## config.mk

```make
export PLATFORM = sky130hd
export DESIGN_NAME = mdrp_arbiter
export DESIGN_NICKNAME = d
export VERILOG_FILES = /design/src/rtl/mdrp_arbiter.sv
export SDC_FILE = /design/constraint.sdc
export NUM_CORES = 1
export LEC_CHECK = 0
export CAP_MARGIN = 20
export CORE_ASPECT_RATIO = 0.5
export CORE_UTILIZATION = 46
export CTS_CLUSTER_DIAMETER = 50
export DETAILED_ROUTE_END_ITERATION = 8
export PLACE_DENSITY = 0.75
export SYNTH_ARGS = -nofsm -noshare
export SYNTH_HDL_FRONTEND = slang
export SYNTH_SLANG_ARGS = --single-unit
export TNS_END_PERCENT = 20
```

## constraint.sdc

```tcl
create_clock -name I_MD_CLK -period 2.05 [get_ports I_MD_CLK]
set_input_delay 0.41 -clock I_MD_CLK [delete_from_list [all_inputs] [get_ports I_MD_CLK]]
set_output_delay 0.41 -clock I_MD_CLK [all_outputs]
set_load 0.03 [all_outputs]
```

## src/rtl/mdrp_arbiter.sv

```systemverilog
// mdrp_arbiter: round-robin owner of the single PLL MDRP port.
// Each grant runs one CLR/INC/read/optional-write transaction.
//
// Ports:
//   I_MD_CLK, I_RST_N     clock, sync active-low reset
//   I_REQ/ADDR/MASK/DATA  per-requester request bundle
//   O_ACK, O_ERR          completion pulse, bad-address flag
//   O_RD_DATA             register value before modification
//   O_GRANT, O_BUSY       current owner, not-idle flag
//   O_MD_INC/OPC/WR_DATA  MDRP pin drive
//   I_MD_RD_DATA          MDRP read data
module mdrp_arbiter #(
    parameter int         NREQ     = 2,
    parameter int         RD_LAT   = 2,
    parameter logic [7:0] MAX_ADDR = 8'h3F
) (
    input  logic              I_MD_CLK,
    input  logic              I_RST_N,
    input  logic [NREQ-1:0]   I_REQ,
    input  logic [NREQ*8-1:0] I_ADDR,
    input  logic [NREQ*8-1:0] I_MASK,
    input  logic [NREQ*8-1:0] I_DATA,
    output logic [NREQ-1:0]   O_ACK,
    output logic              O_ERR,
    output logic [7:0]        O_RD_DATA,
    output logic [NREQ-1:0]   O_GRANT,
    output logic              O_BUSY,
    output logic              O_MD_INC,
    output logic [1:0]        O_MD_OPC,
    output logic [7:0]        O_MD_WR_DATA,
    input  logic [7:0]        I_MD_RD_DATA
);

    localparam int IDXW = (NREQ > 1) ? $clog2(NREQ) : 1;

    localparam logic [1:0] OPC_CLR = 2'b00;
    localparam logic [1:0] OPC_WR  = 2'b01;
    localparam logic [1:0] OPC_NOP = 2'b10;

    typedef enum logic [2:0] {
        IDLE, CLR, INC, SETTLE, READ, WRITE, ACK
    } state_t;

    state_t          state, stateNxt;
    logic [7:0]      cnt, cntNxt;
    logic [7:0]      settleCnt, settleNxt;
    logic [IDXW-1:0] rrPtr, rrNxt;
    logic [IDXW-1:0] grantIdx, idxNxt;
    logic [7:0]      addrQ, addrNxt;
    logic [7:0]      maskQ, maskNxt;
    logic [7:0]      dataQ, dataNxt;
    logic [7:0]      rdQ, rdNxt;

    logic [NREQ-1:0] ackNxt, grantNxt;
    logic            errNxt, busyNxt, incNxt;
    logic [1:0]      opcNxt;
    logic [7:0]      wrNxt, rdDataNxt;

    logic            reqHit;
    logic [IDXW-1:0] winIdx, cand;
    logic [7:0]      winAddr, winMask, winData;

    function automatic logic [NREQ-1:0] oneHot(
        input logic [IDXW-1:0] idx
    );
        logic [NREQ-1:0] v;
        v = '0;
        for (int k = 0; k < NREQ; k++) begin
            v[k] = (idx == IDXW'(k));
        end
        return v;
    endfunction

    // First request at or after rrPtr, upward modulo NREQ.
    always_comb begin
        reqHit  = 1'b0;
        winIdx  = '0;
        cand    = '0;
        winAddr = '0;
        winMask = '0;
        winData = '0;
        for (int i = 0; i < NREQ; i++) begin
            cand = IDXW'((int'(rrPtr) + i) % NREQ);
            if (!reqHit && I_REQ[cand]) begin
                reqHit = 1'b1;
                winIdx = cand;
            end
        end
        for (int k = 0; k < NREQ; k++) begin
            if (winIdx == IDXW'(k)) begin
                winAddr = I_ADDR[8*k +: 8];
                winMask = I_MASK[8*k +: 8];
                winData = I_DATA[8*k +: 8];
            end
        end
    end

    // Outputs are registered, so they are computed here
    // for the state being entered.
    always_comb begin
        stateNxt  = state;
        cntNxt    = cnt;
        settleNxt = settleCnt;
        rrNxt     = rrPtr;
        idxNxt    = grantIdx;
        addrNxt   = addrQ;
        maskNxt   = maskQ;
        dataNxt   = dataQ;
        rdNxt     = rdQ;
        incNxt    = 1'b0;
        opcNxt    = OPC_NOP;
        wrNxt     = O_MD_WR_DATA;
        rdDataNxt = O_RD_DATA;
        errNxt    = 1'b0;

        unique case (state)
            IDLE: begin
                if (reqHit) begin
                    idxNxt  = winIdx;
                    addrNxt = winAddr;
                    maskNxt = winMask;
                    dataNxt = winData;
                    if (winAddr > MAX_ADDR) begin
                        stateNxt  = ACK;
                        errNxt    = 1'b1;
                        rdDataNxt = '0;
                    end else begin
                        stateNxt = CLR;
                        opcNxt   = OPC_CLR;
                    end
                end
            end
            CLR: begin
                cntNxt = '0;
                if (addrQ == 8'd0) begin
                    stateNxt  = SETTLE;
                    settleNxt = '0;
                end else begin
                    stateNxt = INC;
                    incNxt   = 1'b1;
                end
            end
            INC: begin
                cntNxt = cnt + 8'd1;
                if (cnt + 8'd1 == addrQ) begin
                    stateNxt  = SETTLE;
                    settleNxt = '0;
                end else begin
                    incNxt = 1'b1;
                end
            end
            SETTLE: begin
                if (settleCnt == 8'(RD_LAT - 1)) begin
                    stateNxt = READ;
                end else begin
                    settleNxt = settleCnt + 8'd1;
                end
            end
            READ: begin
                rdNxt = I_MD_RD_DATA;
                if (maskQ == 8'd0) begin
                    stateNxt  = ACK;
                    rdDataNxt = I_MD_RD_DATA;
                end else begin
                    stateNxt = WRITE;
                    opcNxt   = OPC_WR;
                    wrNxt    = (I_MD_RD_DATA & ~maskQ)
                             | (dataQ & maskQ);
                end
            end
            WRITE: begin
                stateNxt  = ACK;
                rdDataNxt = rdQ;
            end
            ACK: begin
                stateNxt = IDLE;
                if (grantIdx == IDXW'(NREQ - 1)) begin
                    rrNxt = '0;
                end else begin
                    rrNxt = grantIdx + 1'b1;
                end
            end
            default: stateNxt = IDLE;
        endcase

        busyNxt  = (stateNxt != IDLE);
        grantNxt = busyNxt ? oneHot(idxNxt) : '0;
        ackNxt   = (stateNxt == ACK) ? oneHot(idxNxt) : '0;
    end

    always_ff @(posedge I_MD_CLK) begin
        if (!I_RST_N) begin
            state        <= IDLE;
            cnt          <= '0;
            settleCnt    <= '0;
            rrPtr        <= '0;
            grantIdx     <= '0;
            addrQ        <= '0;
            maskQ        <= '0;
            dataQ        <= '0;
            rdQ          <= '0;
            O_ACK        <= '0;
            O_ERR        <= 1'b0;
            O_RD_DATA    <= '0;
            O_GRANT      <= '0;
            O_BUSY       <= 1'b0;
            O_MD_INC     <= 1'b0;
            O_MD_OPC     <= OPC_NOP;
            O_MD_WR_DATA <= '0;
        end else begin
            state        <= stateNxt;
            cnt          <= cntNxt;
            settleCnt    <= settleNxt;
            rrPtr        <= rrNxt;
            grantIdx     <= idxNxt;
            addrQ        <= addrNxt;
            maskQ        <= maskNxt;
            dataQ        <= dataNxt;
            rdQ          <= rdNxt;
            O_ACK        <= ackNxt;
            O_ERR        <= errNxt;
            O_RD_DATA    <= rdDataNxt;
            O_GRANT      <= grantNxt;
            O_BUSY       <= busyNxt;
            O_MD_INC     <= incNxt;
            O_MD_OPC     <= opcNxt;
            O_MD_WR_DATA <= wrNxt;
        end
    end

endmodule

```

---- Word-level counts from Yosys, hierarchy flattened ----
Cells that the tools add are included.
operators by class
  add/sub/neg operators ................... 4
  $lt $le $gt $ge ......................... 3
  equality and inequality tests ........... 15
  muxes and demuxes ....................... 38
  bitwise gates (word level) .............. 6
  reduce and logical (&&, ||, !) cells .... 16
operators by type and width
  operator                                                               number
  8-bit 2-to-1 mux                                                       9
  8-bit one-hot mux with 3 select lines                                  2
  3-bit one-hot mux with 6 select lines                                  1
  8-bit by 1-bit adder with 8-bit output (second input constant)         2
  8-bit bitwise AND                                                      2
  8-bit logical NOT                                                      2
  8-bit one-hot mux with 2 select lines                                  1
  1-bit 2-to-1 mux                                                       15
  3-bit == test (second input constant)                                  4
  3-bit 2-to-1 mux                                                       4
  2-bit != test (second input constant)                                  6
  3-bit nonzero test                                                     3
  8-bit by 1-bit == test with 1-bit output (second input constant)       1
  8-bit == test                                                          1
  8-bit by 6-bit > comparator with 1-bit output (second input constant)  1
  2-bit 2-to-1 mux                                                       4
  8-bit inverter                                                         1
  8-bit OR                                                               1
  2-bit AND reduction                                                    4
  4-bit AND reduction                                                    2
  3-bit by 2-bit == test with 1-bit output (second input constant)       2
  1-bit by 2-bit < comparator with 1-bit output (second input constant)  2
  2-bit one-hot mux with 2 select lines                                  1
  3-bit by 1-bit == test with 1-bit output (second input constant)       1
  other kinds (8)                                                        10
word-level totals
  register bits after elaboration ......... 78
  input bits .............................. 60
  output and inout port bits .............. 25
  word-level logic and storage cells ...... 99

---- Longest topological paths before layout ----
  depth in word-level cells ............... 13
  gate-level depth with buffers ........... 9
  gate-level depth less buffers ........... 8

---- Worst setup path before layout ----
No wires, ideal clock.
  kind .................................... flip-flop to flip-flop
  start ................................... register cnt[1]
  end ..................................... register settleCnt[7]
  setup time .............................. 0.073 ns
  arrival ................................. 2.164 ns
  data required time ...................... 1.977 ns
  path slack .............................. -0.187 ns
  cell stages (with the launch flop) ...... 9
  path buffers ............................ 1
  period minus slack after synthesis ...... 2.237 ns
  cells stage by stage .................... dfxtp_1 ha_1 and3b_2 o2bb2ai_1 a221oi_4 a41oi_4 buf_6 or3_1 a21oi_1
between the ends
  word-level cells in the longest chain between the ends .. 4
RTL lines
  element                                 RTL line  text
  from (decl)                             45        logic [7:0] cnt, cntNxt;
  from (signal assigned)                  212       cnt <= cntNxt;
  8-bit by 1-bit adder with 8-bit output  145       if (cnt + 8'd1 == addrQ) begin
  8-bit == test                           145
  2-bit != test (no line)                 n/a
  4-bit AND reduction (no line)           n/a
  to (signal assigned)                    213       settleCnt <= settleNxt;
  to (decl)                               46        logic [7:0] settleCnt, settleNxt;
No other way between the ends.
A chain may end at the register's enable or synchronous reset.

---- Worst setup path in the final report ----
  start ................................... register cnt[0]
  end ..................................... register settleCnt[7]
The elaborated chain is that of the path after synthesis.

==> results.cfg <==
[sta]
post-route-min-period_ns = 2.09
fmax_mhz = 479
setup_viol = 4
period_share_pct = 102
clock_skew_ns = 0.00542
rsz0062_at_grt = true
worstMarginPinSlew_ns = 0.547
setup_tns_ns = -0.0972
worst_hold_slack_ns = 0.458
report.final.slew_viol_count = 0
hold_viol = 0
finalWorstSetupSlack_ns = -0.0359
relSlewSlack_pct = 63.4

[cts]
cts.sinks = 78
clk_path_buf_depth = 2
cts_tree = done
cts_hold_buffers = 0
htreeDepth = 3
clkLatencyLatePin_ns = 0.34
cts.clk_slew.worst_paths_ns = 0.06
numCtsBuffers = 9
root_buffer = clkbuf_16

[drt]
vias = 3762
ant_nets = 0
firstDrtPassIters = 7
drc = 1
vias_per_cell = 5.44
dr.first_iter.drc_count = 290
routedWlPerCell_um = 14.9
routed_wl_um = 10300

[logic_synthesis]
synth_top_area_share_pct = 41.0
async_flop_share_pct = 0
synth.distinct_cells = 56
ys_warn_count = 0
yosysTopAreaCell = dfxtp_1
ys_ff_latch = 78
synth_area_um2 = 3810
synth_area_leaders = dfxtp_1 (41%), mux2i_1 (13%), a211oi_1 (6.9%)
syn_inst = 444
synth_most_common_cell = dfxtp_1
synth.cells.most_frequent = dfxtp_1 (78), nor2_1 (69), mux2i_1 (48)
synth_nets = 507
ys.flop_type = dfxtp_1
ys_seq_area_share_pct = 41.0
synth_edf_count = 0
syn_area_per_cell_um2 = 8.59

[die]
initial_core_util_pct = 47.5
die_w_um = 131
core_um2 = 8030
num_rows = 23
io_pins = 85
die_area_um2 = 8680
die_h_um = 66.4

[pwr]
report.power.total_mw = 7.37
ir_worst_vdd_v = 0.000783
leakagePower_nw = 2.21
power_density_nw_per_um2 = 1320

[cells_and_area]
fillers = 643
drive_gt1_share_pct = 18.4
syn_to_final_growth_pct = 46.7
multi_input_area_um2 = 2240
final_util_pct = 69.7
finalNonFillerCells = 692
ff_latch_area_um2 = 1570
diodes = 0
final_cell_area_um2 = 5590
fin_nets = 638

[grt]
grt_pass1_vias = 3391
grt_overflow = 0
antenna_found_initial = 0
grt_first_pass_wirelength_um = 16500
grt_usage_pct = 25.1
grt_max_degree = 41

[worst_setup_path]
cp_max_fo = 6
cp.required_ns = 2.32
end_kind = register
startpoint_type = register
worstPathArrival_ns = 2.36
crit_type = reg -> reg

[place]
dp_hpwl_um = 7300
gp_congestion = 0.818
placed_area_um2 = 5140
place_ws_ns = -0.207
placedCellCount = 669
port_buffers = 84

[hold_path]
min_path_type = reg -> reg

[run_status]
status = complete, but fails checks
violations = design-rule violations, negative setup slack

[run]
drv_cap = 0
-- area by class of cell --
| type | instances | area share [%] |
|---|---|---|
| inverters | 7 | 0.470 |
| repair buffers | 145 | 24.0 |
| clock buffers | 11 | 4.16 |
| flip-flops and latches | 78 | 28.1 |
| clock inverters | 5 | 0.649 |
| multi-input cells | 334 | 40.1 |
| well taps | 112 | 2.51 |
-- registers in the layout, summed over array words and instances, names as in the netlist --
register and count:
addrQ 8, O_MD_OPC 2, maskQ 8, O_GRANT 2
grantIdx 1, O_MD_WR_DATA 8, O_MD_INC 1, cnt 8
state 3, O_ERR 1, settleCnt 8, dataQ 8
rrPtr 1, O_ACK 2, rdQ 8, O_RD_DATA 8
O_BUSY 1
-- cell families (layout without fill, tap and decap cells) --
logic type	Yosys count	after routing	synth area share (%)
muxes	48	48	12.6
DFF	78	78	41.0
buffers and inverters	33	168	3.58
xor gates and xnor gates	8	8	2.20
and+or+nand+nor	161	161	19.7
AOI/OAI and AO/OA	113	114	20.0
adders and majority gates	3	3	0.985
-- where the power goes --
group	switching, mW	internal, mW
Sequential	0.296	1.96
Clock	0.625	0.819
Combinational	1.98	1.70
-- cells in the final DEF (no fill, tap or decap), types with 2 or more instances in the layout --
cell             count
buf_12               3
nand4_1              4
xnor2_1              3
clkinvlp_4           3
o211ai_1             3
nor2_1              68
a21oi_2              2
inv_1                6
clkbuf_16            9
a211oi_1            34
clkdlybuf4s50_1     84
mux2i_1             48
clkbuf_1             2
o21ai_1              5
dfxtp_1             74
or3_4                4
nor4_1               2
and2_1               2
a41oi_4              2
xor2_1               2
or3_1                2
buf_4               57
nand3_1              7
xnor2_2              2
a21oi_1             30
o41ai_1              2
a31oi_1              2
o21ai_0             18
nor3_1               6
nand2b_1             3
dfxtp_4              3
or4_1                4
nand2_1             45
-- what timing repair did --
action,4_1_cts,5_1_grt
gates resized for setup,14,14
buffers inserted,4,2
pin swaps,7,14
gates cloned,1,0
endpoints found under the setup margin,10,13
-- critical path: stages (launching register included) --
cell and delay (ns):
dfxtp_4 0.36, ha_4 0.18, xnor2_1 0.14, o2bb2ai_2 0.14, a221oi_4 0.39, buf_4 0.19
a41oi_4 0.14, or3_1 0.34, a21oi_1 0.14
-- worst paths after layout --
path                             start            to  slack, ns  depth (start not counted)
worst max-delay path            cnt[0]  settleCnt[7]      -0.04                          8
worst max register to register  cnt[0]  settleCnt[7]      -0.04                          8
worst min-delay path            rdQ[1]        rdQ[1]       0.46                          2
worst min register to register  rdQ[1]        rdQ[1]       0.46                          2
-- per-layer routing --
layer / up-vias / part of all wire (%) / GRT usage, %
met1: 1754 / 45 / 32.0
met3: 22 / 4.9 / 6.39
met5: - / 0 / 0
met2: 110 / 48 / 41.1
met4: 0 / 2.2 / 9.34
li1: 1876 / - / -
Power figures use the tool's default switching activity.
